--- config.mk ---
export PLATFORM = sky130hd
export DESIGN_NAME = imem_boot_loader_flat
export DESIGN_NICKNAME = d
export VERILOG_FILES = /design/src/rtl/imem_boot_loader_if.sv /design/src/rtl/imem_boot_loader.sv /design/src/flat_wrapper.sv
export SDC_FILE = /design/constraint.sdc
export NUM_CORES = 1
export LEC_CHECK = 0
export BUFFER_PORTS_ARGS = -buffer_cell sky130_fd_sc_hd__buf_4
export CAP_MARGIN = 20
export CORE_MARGIN = 2
export CORE_UTILIZATION = 50
export CTS_CLUSTER_DIAMETER = 150
export DETAILED_ROUTE_END_ITERATION = 6
export PLACE_DENSITY = 0.8
export SYNTH_ARGS = -nofsm -noshare
export SYNTH_HDL_FRONTEND = slang
export SYNTH_SLANG_ARGS = --single-unit
--- constraint.sdc ---
create_clock -name clk_i -period 2.7 [get_ports clk_i]
set_clock_uncertainty 0.2 [all_clocks]
set_input_delay 0.27 -clock clk_i [delete_from_list [all_inputs] [get_ports clk_i]]
set_output_delay 0.27 -clock clk_i [all_outputs]
set_load 0.02 [all_outputs]
--- src/rtl/imem_boot_loader_if.sv ---
// ----------------------------------------------------------------------------
// imem_boot_loader_if
// Groups the byte-stream, fetch-request and instruction-memory port signals
// of the boot loader. Signal names keep the direction suffix they have on the
// loader itself.
//   byte_valid_i / byte_i / byte_ready_o : program byte stream (valid/ready)
//   fetch_req_i / fetch_addr_i / fetch_gnt_o : fetch unit request path
//   mem_addr_o / mem_we_o / mem_wdata_o  : instruction memory port
// Modports:
//   slave  - the loader (consumes bytes and fetch requests, drives memory)
//   master - the surroundings (byte source, fetch unit, memory)
// ----------------------------------------------------------------------------
interface imem_boot_loader_if;
    logic        byte_valid_i;
    logic [7:0]  byte_i;
    logic        byte_ready_o;
    logic        fetch_req_i;
    logic [31:0] fetch_addr_i;
    logic        fetch_gnt_o;
    logic [31:0] mem_addr_o;
    logic        mem_we_o;
    logic [31:0] mem_wdata_o;

    modport slave (
        input  byte_valid_i,
        input  byte_i,
        output byte_ready_o,
        input  fetch_req_i,
        input  fetch_addr_i,
        output fetch_gnt_o,
        output mem_addr_o,
        output mem_we_o,
        output mem_wdata_o
    );

    modport master (
        output byte_valid_i,
        output byte_i,
        input  byte_ready_o,
        output fetch_req_i,
        output fetch_addr_i,
        input  fetch_gnt_o,
        input  mem_addr_o,
        input  mem_we_o,
        input  mem_wdata_o
    );
endinterface

--- src/rtl/imem_boot_loader.sv ---
// ----------------------------------------------------------------------------
// imem_boot_loader
// Loads a program into instruction memory at boot. The program arrives as a
// little-endian byte stream: one 32-bit header word holding the word count N,
// followed by N instruction words. Each assembled word is written to
// BASE_ADDR + 4*i with a one-cycle write pulse while the core is held in
// reset. After the last word the memory address port is handed to the fetch
// unit and the core is released. A header count above NENTRIES parks the
// loader in an error state.
// Ports:
//   clk_i          clock
//   rst_i          synchronous active-high reset
//   bus            slave side of imem_boot_loader_if (bytes, fetch, memory)
//   core_rst_o     core held in reset while high
//   load_done_o    program loaded, core running
//   load_err_o     header count exceeded NENTRIES
//   words_loaded_o number of words written so far
// ----------------------------------------------------------------------------
module imem_boot_loader #(
    parameter int          NENTRIES  = 128,
    parameter logic [31:0] BASE_ADDR = 32'h0,
    localparam int         CW        = $clog2(NENTRIES) + 1
) (
    input  logic                clk_i,
    input  logic                rst_i,
    imem_boot_loader_if.slave   bus,
    output logic                core_rst_o,
    output logic                load_done_o,
    output logic                load_err_o,
    output logic [CW-1:0]       words_loaded_o
);

    typedef enum logic [1:0] {
        HDR  = 2'd0,
        LOAD = 2'd1,
        RUN  = 2'd2,
        ERR  = 2'd3
    } state_t;

    state_t        r_state, r_state_next;
    logic [1:0]    r_byte_cnt, r_byte_cnt_next;
    logic [23:0]   r_asm, r_asm_next;          // bytes 0..2 of the word in progress
    logic [CW-1:0] r_count, r_count_next;      // header word count N
    logic [CW-1:0] r_words, r_words_next;      // words written so far
    logic          r_we, r_we_next;
    logic [31:0]   r_wdata, r_wdata_next;      // separate from r_asm so the next word can start during a write

    logic          w_accepting;
    logic          w_accept;
    logic [31:0]   w_word;
    logic [31:0]   w_load_addr;

    assign w_accepting = (r_state == HDR) || (r_state == LOAD);
    assign w_accept    = bus.byte_valid_i && w_accepting;
    // Complete word as it stands when the 4th byte is on the bus.
    assign w_word      = {bus.byte_i, r_asm};
    // During a write pulse r_words still holds the index of the word being
    // written, so one expression covers both the write and the idle address.
    assign w_load_addr = BASE_ADDR + 32'({r_words, 2'b00});

    always_ff @(posedge clk_i) begin
        if (rst_i) begin
            r_state    <= HDR;
            r_byte_cnt <= 2'd0;
            r_asm      <= 24'd0;
            r_count    <= '0;
            r_words    <= '0;
            r_we       <= 1'b0;
            r_wdata    <= 32'd0;
        end else begin
            r_state    <= r_state_next;
            r_byte_cnt <= r_byte_cnt_next;
            r_asm      <= r_asm_next;
            r_count    <= r_count_next;
            r_words    <= r_words_next;
            r_we       <= r_we_next;
            r_wdata    <= r_wdata_next;
        end
    end

    always_comb begin
        r_state_next    = r_state;
        r_byte_cnt_next = r_byte_cnt;
        r_asm_next      = r_asm;
        r_count_next    = r_count;
        r_words_next    = r_words;
        r_we_next       = 1'b0;
        r_wdata_next    = r_wdata;

        if (w_accept) begin
            r_byte_cnt_next = r_byte_cnt + 2'd1;
            case (r_byte_cnt)
                2'd0:    r_asm_next[7:0]   = bus.byte_i;
                2'd1:    r_asm_next[15:8]  = bus.byte_i;
                2'd2:    r_asm_next[23:16] = bus.byte_i;
                default: r_asm_next        = r_asm;
            endcase

            if (r_byte_cnt == 2'd3) begin
                if (r_state == HDR) begin
                    if (w_word == 32'd0) begin
                        r_state_next = RUN;
                    end else if (w_word > 32'(NENTRIES)) begin
                        r_state_next = ERR;
                    end else begin
                        r_state_next = LOAD;
                        r_count_next = w_word[CW-1:0];
                    end
                end else begin
                    r_we_next    = 1'b1;
                    r_wdata_next = w_word;
                end
            end
        end

        // The edge that ends a write pulse advances the word index; the last
        // word's pulse also hands the memory port over to the fetch unit.
        if (r_we) begin
            r_words_next = r_words + CW'(1);
            if ((r_words + CW'(1)) == r_count) begin
                r_state_next = RUN;
            end
        end
    end

    always_comb begin
        bus.byte_ready_o = w_accepting;
        bus.mem_we_o     = r_we;
        bus.mem_wdata_o  = r_wdata;
        bus.mem_addr_o   = w_load_addr;
        bus.fetch_gnt_o  = 1'b0;
        core_rst_o       = 1'b1;
        load_done_o      = 1'b0;
        load_err_o       = 1'b0;
        words_loaded_o   = r_words;

        case (r_state)
            RUN: begin
                bus.mem_addr_o  = bus.fetch_addr_i;
                bus.fetch_gnt_o = bus.fetch_req_i;
                core_rst_o      = 1'b0;
                load_done_o     = 1'b1;
            end
            ERR: begin
                load_err_o = 1'b1;
            end
            default: begin
            end
        endcase
    end

endmodule

--- src/flat_wrapper.sv ---
// flat-port wrapper written by rule: the top's interface ports become plain ports
module imem_boot_loader_flat 
#(
    parameter int          NENTRIES  = 128,
    parameter logic [31:0] BASE_ADDR = 32'h0,
    localparam int         CW        = $clog2(NENTRIES) + 1
)
  (clk_i, rst_i, core_rst_o, load_done_o, load_err_o, words_loaded_o, bus_byte_valid_i, bus_byte_i, bus_byte_ready_o, bus_fetch_req_i, bus_fetch_addr_i, bus_fetch_gnt_o, bus_mem_addr_o, bus_mem_we_o, bus_mem_wdata_o);
  imem_boot_loader_if bus_i ();
  input  logic clk_i;
  input  logic rst_i;
  output logic core_rst_o;
  output logic load_done_o;
  output logic load_err_o;
  output logic [CW-1:0] words_loaded_o;
  input wire logic [$bits(bus_i.byte_valid_i)-1:0] bus_byte_valid_i;
  input wire logic [$bits(bus_i.byte_i)-1:0] bus_byte_i;
  output wire logic [$bits(bus_i.byte_ready_o)-1:0] bus_byte_ready_o;
  input wire logic [$bits(bus_i.fetch_req_i)-1:0] bus_fetch_req_i;
  input wire logic [$bits(bus_i.fetch_addr_i)-1:0] bus_fetch_addr_i;
  output wire logic [$bits(bus_i.fetch_gnt_o)-1:0] bus_fetch_gnt_o;
  output wire logic [$bits(bus_i.mem_addr_o)-1:0] bus_mem_addr_o;
  output wire logic [$bits(bus_i.mem_we_o)-1:0] bus_mem_we_o;
  output wire logic [$bits(bus_i.mem_wdata_o)-1:0] bus_mem_wdata_o;
  assign bus_i.byte_valid_i = bus_byte_valid_i;
  assign bus_i.byte_i = bus_byte_i;
  assign bus_byte_ready_o = bus_i.byte_ready_o;
  assign bus_i.fetch_req_i = bus_fetch_req_i;
  assign bus_i.fetch_addr_i = bus_fetch_addr_i;
  assign bus_fetch_gnt_o = bus_i.fetch_gnt_o;
  assign bus_mem_addr_o = bus_i.mem_addr_o;
  assign bus_mem_we_o = bus_i.mem_we_o;
  assign bus_mem_wdata_o = bus_i.mem_wdata_o;
  imem_boot_loader #(.NENTRIES(NENTRIES), .BASE_ADDR(BASE_ADDR)) u_core (.clk_i(clk_i), .rst_i(rst_i), .bus(bus_i), .core_rst_o(core_rst_o), .load_done_o(load_done_o), .load_err_o(load_err_o), .words_loaded_o(words_loaded_o));
endmodule
# Yosys cells after proc, flatten, opt, wreduce, memory -nomap -nowiden
# Cells that the tools add are included.
# Widths: inputs -> output; s select.
[word_totals] inputBits=44 ff_bits=77 word_cells=48
[classes] muxes=13 reduce_logical=11 n_eq_ne=7 n_bitwise=5 add_sub_neg=2 order_cmp=1
[op_table] cell="$gt 32x8->1 const B" count=1
[op_table] cell="$logic_not 32->1" count=1
[op_table] cell="$mux 32" count=1
[op_table] cell="$mux 2" count=7
[op_table] cell="$add 8x1->8 const B" count=1
[op_table] cell="$eq 2x2->1 const B" count=4
[op_table] cell="$eq 8x8->1" count=1
[op_table] cell="$reduce_and 2->1" count=3
[op_table] cell="$mux 1" count=5
[op_table] cell="$not 1->1" count=5
[op_table] cell="$reduce_and 5->1" count=1
[op_table] cell="$eq 2x1->1 const B" count=2
[op_table] cell="$logic_not 2->1" count=2
[op_table] cell="$reduce_and 3->1" count=1
[op_table] cell="$reduce_or 3->1" count=1
[op_table] cell="$add 2x1->2 const B" count=1
[op_table] cell="$logic_and 1x1->1" count=1
[op_table] cell="$logic_or 1x1->1" count=1

# Logic depth before layout (Yosys ltp)
# Gate-level depths: netlist of run 1.
[logic_depth] word_depth=8 mapped_depth=7 depth_no_buf=6

# Least setup slack after synthesis of run 1
# No wires, ideal clock.
[synth_path] path_type="reg2reg" start="register u_core.r_asm[3]" end="register u_core.r_count[0]" slack_ns=0.579 required_ns=2.372 setup_time_ns=0.128 arrival_time_ns=1.794 path_stages_with_launch=6 path_cell_list="dfxtp_1 nor4_2 nand3_2 a2111oi_4 mux2i_1 nor2_1"
[synth_between] elab_chain_len=3
[synth_lines] element="from (decl)" line="imem_boot_loader.sv:42" rtl="logic [23:0] r_asm, r_asm_next;"
[synth_lines] element="from (signal assigned)" line="imem_boot_loader.sv:73" rtl="r_asm <= r_asm_next;"
[synth_lines] element="$gt 32x8->1 / $logic_not 32->1 (equally long branches)" line="imem_boot_loader.sv:103, imem_boot_loader.sv:101"
[synth_lines] element="$not 1->1 (no line)"
[synth_lines] element="$reduce_and 5->1 (no line) (*)"
[synth_lines] element="to (signal assigned)" line="imem_boot_loader.sv:74" rtl="r_count <= r_count_next;"
[synth_lines] element="to (decl)" line="imem_boot_loader.sv:43" rtl="logic [CW-1:0] r_count, r_count_next;"
# Mark *: on every way between the ends. The rest lies on a longest branch, timed or not.
# A chain may end at the register's enable or synchronous reset.

# Worst setup path after layout of run 1
[layout_path] start="input bus_byte_i[0]" end="register u_core.r_count[0]"
[layout_between] elab_chain_len=3
[layout_lines] element="from (decl)" line="flat_wrapper.sv:17" rtl="input wire logic [$bits(bus_i.byte_i)-1:0] bus_byte_i;"
[layout_lines] element="$gt 32x8->1 / $logic_not 32->1 (equally long branches)" line="imem_boot_loader.sv:103, imem_boot_loader.sv:101"
[layout_lines] element="$not 1->1 (no line)"
[layout_lines] element="$reduce_and 5->1 (no line) (*)"
# Marks and branches as above.

==> results.ini, run 1 <==
[clock_tree]
clkSinkCount = 77
h-tree-depth = 3
clk_path_buf_depth = 2
cts-root-buf = clkbuf_8
clock_latency_ps = 360
cts_buffers = 9
post_cts_buffers = 0
cts_tree = built
clkTransAtPathRegs_ps = 80

[synthesis]
ys_async_sr_fraction_pct = 0
synthTopCellsByCount = nand2_1 (101), dfxtp_1 (77), a21oi_1 (61), clkbuf_1 (32), nand3_1 (30)
synth_cells = 433
synth_simple_gate_area_share_pct = 27.2
synth_top_area_share_pct = 45.0
synth_fa_ha_area_share_pct = 1.83
synth_xor_xnor_area_share_pct = 4.09
syn_avg_cell_area_um2 = 7.91
syn_area_mm2 = 0.00343
synth_cell_types = 32
synth_mux_area_share_pct = 4.93
synthFlopType = dfxtp_1
post-synth-top-count-cell = nand2_1
synth_top_family_by_area = simple AND/OR/NAND/NOR gates
yosys.area.top_type = dfxtp_1
yosys_warnings = 0
synth-seq-cells = 77
seq_area_frac_synth_pct = 45.0
synth_enable_flop_cells = 0
synth.area.top_cells = dfxtp_1 (45%), nand2_1 (11%), a21oi_1 (8.9%), and3_1 (4.9%), nand3_1 (4.4%)
syn_nets = 482
synth_compound_area_share_pct = 12.4

[placed_design]
portBuffers = 121
dp_hpwl_mm = 6.48
gp_congestion = 0.894

[power]
clkPwrFrac_pct = 40.5
switching_share_pct = 24.2
leakagePower_nw = 1.96
internal_power_mw = 1.77
powerDensity_mw_per_mm2 = 501
peakVddDrop_mv = 0.369
p_switching_mw = 0.565
p_comb_share_pct = 9.0
seq_power_share_pct = 50.5

[worst_setup_path]
cpMaxStageDelayCell = dlygate4sd3_1
path_max_fanout = 5
cp_cell_sequence = dlygate4sd3_1 > buf_4 > nor4_1 > nand4_1 > a2111oi_4 > buf_4 > mux2i_1 > nor2_1
critical_path_class = input pin to flop
worst-path-buf-inv = 3
cp_common_cell = buf_4
cp.required_ps = 2710
timing.critical_path.max_delay_family = buffers and inverters
worst_setup_path_end_kind = flop
cp_slowest_stage_delay_ps = 540
cp-start-kind = input pin
critPathArrivalTime_ps = 2500

[sta]
drv_slew = 0
setup_viol = 0
timing.slew.headroom_pct = 49.8
fmax_mhz = 401
timing.hold.ws_ps = 9.42
rsz0062_at_grt = no
worstMarginPinSlew_ps = 753
period_minus_slack_ps = 2490
fin_crit_sh_pct = 92.3
hold_viol_final = 0
tns_ps = 0

[layout]
num_antenna_cells = 0
fillerInstances = 548
multi_input_area_mm2 = 0.00173
drive_above_1_share_pct = 28.4
syn_to_final_growth_pct = 35.8
nets = 595
seqCellArea_mm2 = 0.00154

[routing]
vias_per_cell = 5.46
ant_nets = 0
wl_per_cell_um = 14.4
drc_errors = 0
vias = 3437
drt_pass1_iterations = 4
wl_mm = 9.09
first_iter_violations = 273

[floorplanning]
die_y_um = 86.8
die_w_um = 86.8
io_pins = 122
core_mm2 = 0.00672
row_count = 30
die_area_mm2 = 0.00753
initial_core_util_pct = 51.0

[worst_hold_path]
hp-class = input pin to flop

[status]
status = finished, final reports clean

[grt]
overflow = 0
grt_max_degree = 78
grt_usage_pct = 23.8
grt_pass1_vias = 3094
grt_antenna_before_repair = 0
grt_pass1_wl_mm = 14.2

[run]
cap_viol_max_count = 0

==> state kept, by name, summed over array words and instances, names as in the netlist <==
register	cells
u_core.words_loaded_o	8
u_core.r_byte_cnt	2
u_core.r_asm	24
u_core.r_state	2
u_core.bus.mem_we_o	1
u_core.bus.mem_wdata_o	32
u_core.r_count	8
==> power groups by stage <==
stage                     combinational (mW)  sequential, mW  clock (mW)
after floorplan                        0.113            1.20           0
after global placement                 0.195            1.20           0
after detailed placement               0.198            1.20           0
after CTS                              0.208            1.18       0.958
after global routing                   0.226            1.18       0.997
final                                  0.209            1.18       0.943
==> per-layer routing <==
metal / vias to the layer above / share of wire [%] / track usage, %
met3: 14 / 6.9 / 4.95
li1: 1698 / - / -
met1: 1595 / 42 / 28.9
met4: 0 / 1.6 / 8.38
met5: - / 0 / 0
met2: 130 / 50 / 41.5
==> worst paths after layout <==
check / from / endpoint / slack, ps / depth (start not counted)
setup reg to reg: u_core.r_asm[14] / u_core.r_count[0] / 340 / 6
hold reg to reg: u_core.bus.mem_wdata_o[5] / u_core.bus.mem_wdata_o[5] / 260 / 2
hold / removal: bus_byte_i[7] / u_core.r_asm[7] / 9 / 3
setup / recovery: bus_byte_i[0] / u_core.r_count[0] / 210 / 8
==> layout by cell type, fill, tap and decap left out, drive strengths merged, types with 3 or more instances in the layout <==
| master | count |
|---|---|
| buf | 129 |
| nor3 | 3 |
| a211oi | 4 |
| dfxtp | 77 |
| mux2 | 7 |
| clkbuf | 9 |
| xor2 | 7 |
| and3 | 27 |
| ha | 5 |
| nor4 | 8 |
| dlygate4sd3 | 7 |
| a21oi | 61 |
| nor2 | 23 |
| nand2 | 101 |
| mux2i | 9 |
| xnor2 | 9 |
| o21ai | 3 |
| inv | 7 |
| nand3 | 31 |
| nand4 | 3 |
==> what timing repair did <==
action / in CTS / in global routing
endpoints found under the hold margin: 10 / 0
resized for setup: 0 / 0
hold buffers: 7 / 0
==> cells by family (layout without fill, tap and decap cells) <==
kind of cell               count (synthesis)  after routing
xor gates and xnor gates                  16             16
buffers and inverters                     41            158
DFF                                       77             77
muxes                                     16             16
adders and majority gates                  5              5
AOI/OAI and AO/OA                         75             75
and+or+nand+nor                          203            203
==> through the flow <==
step | setup WS, ps | util, % | total power, mW | cell area [um2] | instances
after floorplan | 579 | - | 1.31 | 3430 | 433
after global placement | 491 | 65.0 | 1.40 | 4370 | 608
after detailed placement | 394 | 65.0 | 1.40 | 4370 | 608
after CTS | 215 | 69.3 | 2.34 | 4650 | 630
after global routing | 8.07 | 69.3 | 2.40 | 4650 | 630
final | 207 | 69.3 | 2.33 | 4650 | 630
==> worst reg2reg max path: stages (launching register included) <==
cell       delay, ps
dfxtp_1          330
nor4_1           370
nand4_1          330
a2111oi_4        480
buf_4            240
mux2i_1          200
nor2_1            60
==> cell type report <==
cell class              instances  share of cell area (%)
multi-input cells             315                    37.3
repair buffers                136                    22.3
flip-flops and latches         77                    33.1
well taps                      80                    2.15
inverters                       7                   0.565
clock buffers                   9                    2.66
clock inverters                 6                    1.91
Power figures use the tool's default switching activity.
==> run 2: changes to the inputs <==
- clock period: 2.7 -> 2.97 ns (I/O delays scaled with it)
==> run 2 against run 1 <==
Net effect:
- first-iteration DRC count down 8.4%
- wire length up 1.5%
- clock power down 16%
- critical endpoint is now bus_mem_addr_o[2]
- count of clock-buffer cells in the layout up 1
- via count down 0.61%
- worst hold slack better by 12 ps
- die area unchanged
- register-to-register slack better by 250 ps
- largest power group unchanged
==> results.ini, run 2 (same netlist as run 1, synthesis figures left out) <==
[clock_tree]
clock_latency_ps = 350
cts_buffers = 9
cts_tree = built
clkSinkCount = 77
cts-root-buf = clkbuf_8
h-tree-depth = 3
clkTransAtPathRegs_ps = 90
postCtsHoldBufs = 0
post_cts_buffers = 0
clk_path_buf_depth = 2
post_cts_resized = 0

[worst_setup_path]
rrSetupSlack_ps = 590
cp-start-kind = flop
cp_cell_sequence = inv_1 > nor2_1 > buf_4 > mux2_2 > buf_4
cp_common_cell = buf_4
r2r_start = u_core.r_asm[3]
critical_path_class = flop to primary output
worst-path-buf-inv = 3
r2r_end = u_core.r_count[1]
cp_slowest_stage_delay_ps = 740
critPathArrivalTime_ps = 2130
path_max_fanout = 27
worst_setup_path_end_kind = primary output
timing.critical_path.max_delay_family = flip-flops
r2r_cells = 5
cp.required_ps = 2470
cpMaxStageDelayCell = dfxtp_1

[sta]
drv_slew = 0
setup_viol = 0
period_minus_slack_ps = 2630
rsz0062_at_grt = no
fin_crit_sh_pct = 88.6
worstMarginPinSlew_ps = 773
fmax_mhz = 380
timing.slew.headroom_pct = 48.5
hold_viol_final = 0
tns_ps = 0

[grt]
grt_pass1_vias = 3042
overflow = 0
grt_max_degree = 78
grt_usage_pct = 24.1
grt_pass1_wl_mm = 14.4
grt_antenna_before_repair = 0

[power]
clkPwrFrac_pct = 38.6
seq_power_share_pct = 52.3
p_comb_share_pct = 9.0
switching_share_pct = 25.6
leakagePower_nw = 1.91
internal_power_mw = 1.52
peakVddDrop_mv = 0.314
powerDensity_mw_per_mm2 = 451
p_switching_mw = 0.525

[layout]
drive_above_1_share_pct = 28.3
syn_to_final_growth_pct = 32.6
nets = 585
final_common_cell = buf_4
largest_reg_flops = 32
seqCellArea_mm2 = 0.00154
instances_no_fill = 621
num_antenna_cells = 0
multi_input_area_mm2 = 0.00173
post-route-util_pct = 67.7
final_cell_mix = buf_4 (126), nand2_1 (101), dfxtp_1 (77)
fillerInstances = 548

[worst_hold_path]
hp-start = bus_byte_i[6]
holdPathEnd = u_core.bus.mem_wdata_o[30]
hold_path_depth = 3
hp-class = input pin to flop

[routing]
vias_per_cell = 5.50
vias = 3416
wl_per_cell_um = 14.9
wl_mm = 9.23
drt_pass1_iterations = 5
first_iter_violations = 250
drc_errors = 0
ant_nets = 0

[placed_design]
dp_cells = 605
portBuffers = 121
dp_hpwl_mm = 6.45
gp_congestion = 0.889

[status]
status = finished, final reports clean

[floorplanning]
initial_core_util_pct = 51.0
die_y_um = 86.8
row_count = 30
io_pins = 122
die_w_um = 86.8
core_mm2 = 0.00672
die_area_mm2 = 0.00753

[run]
cap_viol_max_count = 0

==> run 2: layout make-up <==
type | count | share of cell area, %
clock buffers | 10 | 2.81
clock inverters | 6 | 1.54
inverters | 7 | 0.578
multi-input cells | 315 | 38.2
flip-flops and latches | 77 | 33.9
well taps | 80 | 2.20
repair buffers | 126 | 20.8
==> run 2: power groups by stage <==
| stage | Sequential (mW) | Combinational (mW) | Clock (mW) |
|---|---|---|---|
| global route | 1.08 | 0.201 | 0.846 |
| CTS | 1.07 | 0.183 | 0.799 |
| floorplan | 1.09 | 0.103 | 0 |
| detailed placement | 1.10 | 0.180 | 0 |
| global placement | 1.09 | 0.176 | 0 |
| finish | 1.07 | 0.185 | 0.792 |
==> run 2: worst max-delay path by stage <==
stage | start | end | depth (start not counted)
finish | u_core.r_state[1] | bus_mem_addr_o[2] | 5
global route | u_core.r_state[1] | bus_mem_addr_o[2] | 5
CTS | u_core.r_state[1] | bus_mem_addr_o[9] | 5
detailed placement | u_core.r_asm[3] | u_core.r_count[1] | 5
global placement | u_core.r_asm[3] | u_core.r_count[1] | 5
floorplan | u_core.r_asm[3] | u_core.r_count[0] | 5
==> run 2: routing by layer <==
layer / up-vias / track usage (%) / routed length (um)
li1: 1680 / - / -
met1: 1571 / 30.0 / 3850
met2: 151 / 40.7 / 4550
met3: 14 / 5.05 / 703
met4: 0 / 9.09 / 130
met5: - / 0 / 0
==> run 2: stage by stage <==
stage	hold WS [ps]	setup WS, ps	power (mW)	cell area (um2)
2_1_floorplan	233	849	1.19	3430
3_3_place_gp	245	712	1.27	4350
3_5_place_dp	248	615	1.28	4350
4_1_cts	15.3	337	2.05	4550
5_1_grt	21.8	189	2.12	4550
6_report	21.1	340	2.05	4550
==> run 2: worst reg2reg max path, cell delays in order, from the launching register on <==
cell and delay, ps:
dfxtp_1 340, nor4_2 420, nand3_2 180, a2111oi_4 760
mux2i_1 290, nor2_1 50
==> run 3: changes to the inputs <==
- clock period: 2.97 -> 3 ns (I/O delays scaled with it)
==> run 3 against run 2 <==
Net effect:
- worst setup slack better by 3.2 ps
- highest routed layer unchanged
- count of clock-buffer cells in the layout decreased by 1
- critical endpoint unchanged
- cell count increased by 0.16%
==> results.ini, run 3 (same netlist as run 1, synthesis figures left out) <==
[floorplanning]
initial_core_util_pct = 51.0
die_y_um = 86.8
core_mm2 = 0.00672
die_area_mm2 = 0.00753
io_pins = 122
row_count = 30
die_w_um = 86.8

[sta]
rsz0062_at_grt = no
timing.slew.headroom_pct = 48.3
hold_viol_final = 0
fmax_mhz = 376
tns_ps = 0
fin_crit_sh_pct = 88.6
setup_viol = 0
period_minus_slack_ps = 2660
drv_slew = 0
worstMarginPinSlew_ps = 775

[routing]
vias_per_cell = 5.48
vias = 3407
wl_per_cell_um = 14.7
drt_pass1_iterations = 4
first_iter_violations = 318
wl_mm = 9.15
ant_nets = 0
drc_errors = 0

[worst_hold_path]
hold_path_depth = 3
hp-class = input pin to flop
hp-start = bus_byte_i[1]
holdPathEnd = u_core.bus.mem_wdata_o[25]

[layout]
final_cell_mix = buf_4 (126), nand2_1 (101), dfxtp_1 (77)
final_common_cell = buf_4
largest_reg_flops = 32
drive_above_1_share_pct = 28.4
syn_to_final_growth_pct = 33.1
fillerInstances = 558
instances_no_fill = 622
nets = 586
post-route-util_pct = 67.9
num_antenna_cells = 0
stdcell_area_mm2 = 0.00456

[grt]
grt_pass1_vias = 2976
grt_usage_pct = 24.5
grt_pass1_wl_mm = 14.4
overflow = 0
grt_antenna_before_repair = 0
grt_max_degree = 78

[clock_tree]
cts_buffers = 9
h-tree-depth = 3
clkTransAtPathRegs_ps = 90
clkSinkCount = 77
post_cts_resized = 0
clock_latency_ps = 360
clk_path_buf_depth = 2
cts-root-buf = clkbuf_8
cts_tree = built

[worst_setup_path]
critPathArrivalTime_ps = 2160
worst_setup_path_end_kind = primary output
critical_path_class = flop to primary output
cp_common_cell = buf_4
r2r_start = u_core.r_state[1]
cpMaxStageDelayCell = dfxtp_1
cp_slowest_stage_delay_ps = 720
cp-start-kind = flop
cp.required_ps = 2500
rrSetupSlack_ps = 630
r2r_end = u_core.r_count[2]
r2r_cells = 5
path_max_fanout = 27
cp_cell_sequence = inv_1 > nor2_1 > buf_4 > mux2_2 > buf_4

[power]
leakagePower_nw = 1.93
peakVddDrop_mv = 0.346
powerDensity_mw_per_mm2 = 450

[placed_design]
dp_hpwl_mm = 6.39
dp_cells = 605
portBuffers = 121
placed_cell_area_mm2 = 0.00435
gp_congestion = 0.881

[status]
status = finished, final reports clean

[run]
cap_viol_max_count = 0

==> run 3: cell type report <==
type                    instances  area (um2)  area share, %
repair buffers                127         956           21.0
flip-flops and latches         77        1540           33.8
clock inverters                 7        78.8           1.73
inverters                       7        26.3          0.576
clock buffers                   9         124           2.72
multi-input cells             315        1730           38.0
well taps                      80         100           2.19
==> run 3: metal layers <==
layer	global-route usage [%]	vias up	share of wire (%)
li1	-	1686	-
met1	31.8	1553	42
met2	39.3	149	48
met3	4.76	19	7.4
met4	11.4	0	2.4
met5	0	-	0
==> run 3: critical path: cells and delay by family, from the launching register on <==
kind                   cells  cell delay [ps]
DFF                        1              720
buffers and inverters      3              570
muxes                      1              350
and+or+nand+nor            1              150
==> run 3: where the power goes <==
group	total [mW]	leakage [nW]	switching, mW	internal [mW]
Clock	0.807	0.105	0.409	0.397
Combinational	0.182	1.20	0.102	0.0799
Sequential	1.06	0.622	0.0220	1.04
==> run 3: worst max-delay path by stage <==
stage	slack, ps	from	cells past startpoint	end
3_3_place_gp	750	u_core.r_asm[3]	5	u_core.r_count[2]
6_report	340	u_core.r_state[1]	5	bus_mem_addr_o[2]
5_1_grt	190	u_core.r_state[1]	5	bus_mem_addr_o[2]
2_1_floorplan	880	u_core.r_asm[3]	5	u_core.r_count[0]
4_1_cts	340	u_core.r_state[1]	5	bus_mem_addr_o[2]
3_5_place_dp	680	u_core.r_asm[3]	5	u_core.r_count[2]
==> run 3: through the flow <==
step	hold WS (ps)	total power [mW]	setup slack (ps)
2_1_floorplan	236	1.18	879
3_3_place_gp	245	1.26	755
3_5_place_dp	247	1.26	675
4_1_cts	1.66	2.06	335
5_1_grt	12.2	2.14	194
6_report	16.2	2.05	343
==> run 3: repair_timing <==
action                     4_1_cts  5_1_grt
hold buffers                     1        0
setup endpoints to repair        0        0
buffers inserted                 0        0
hold endpoints to repair         1        0
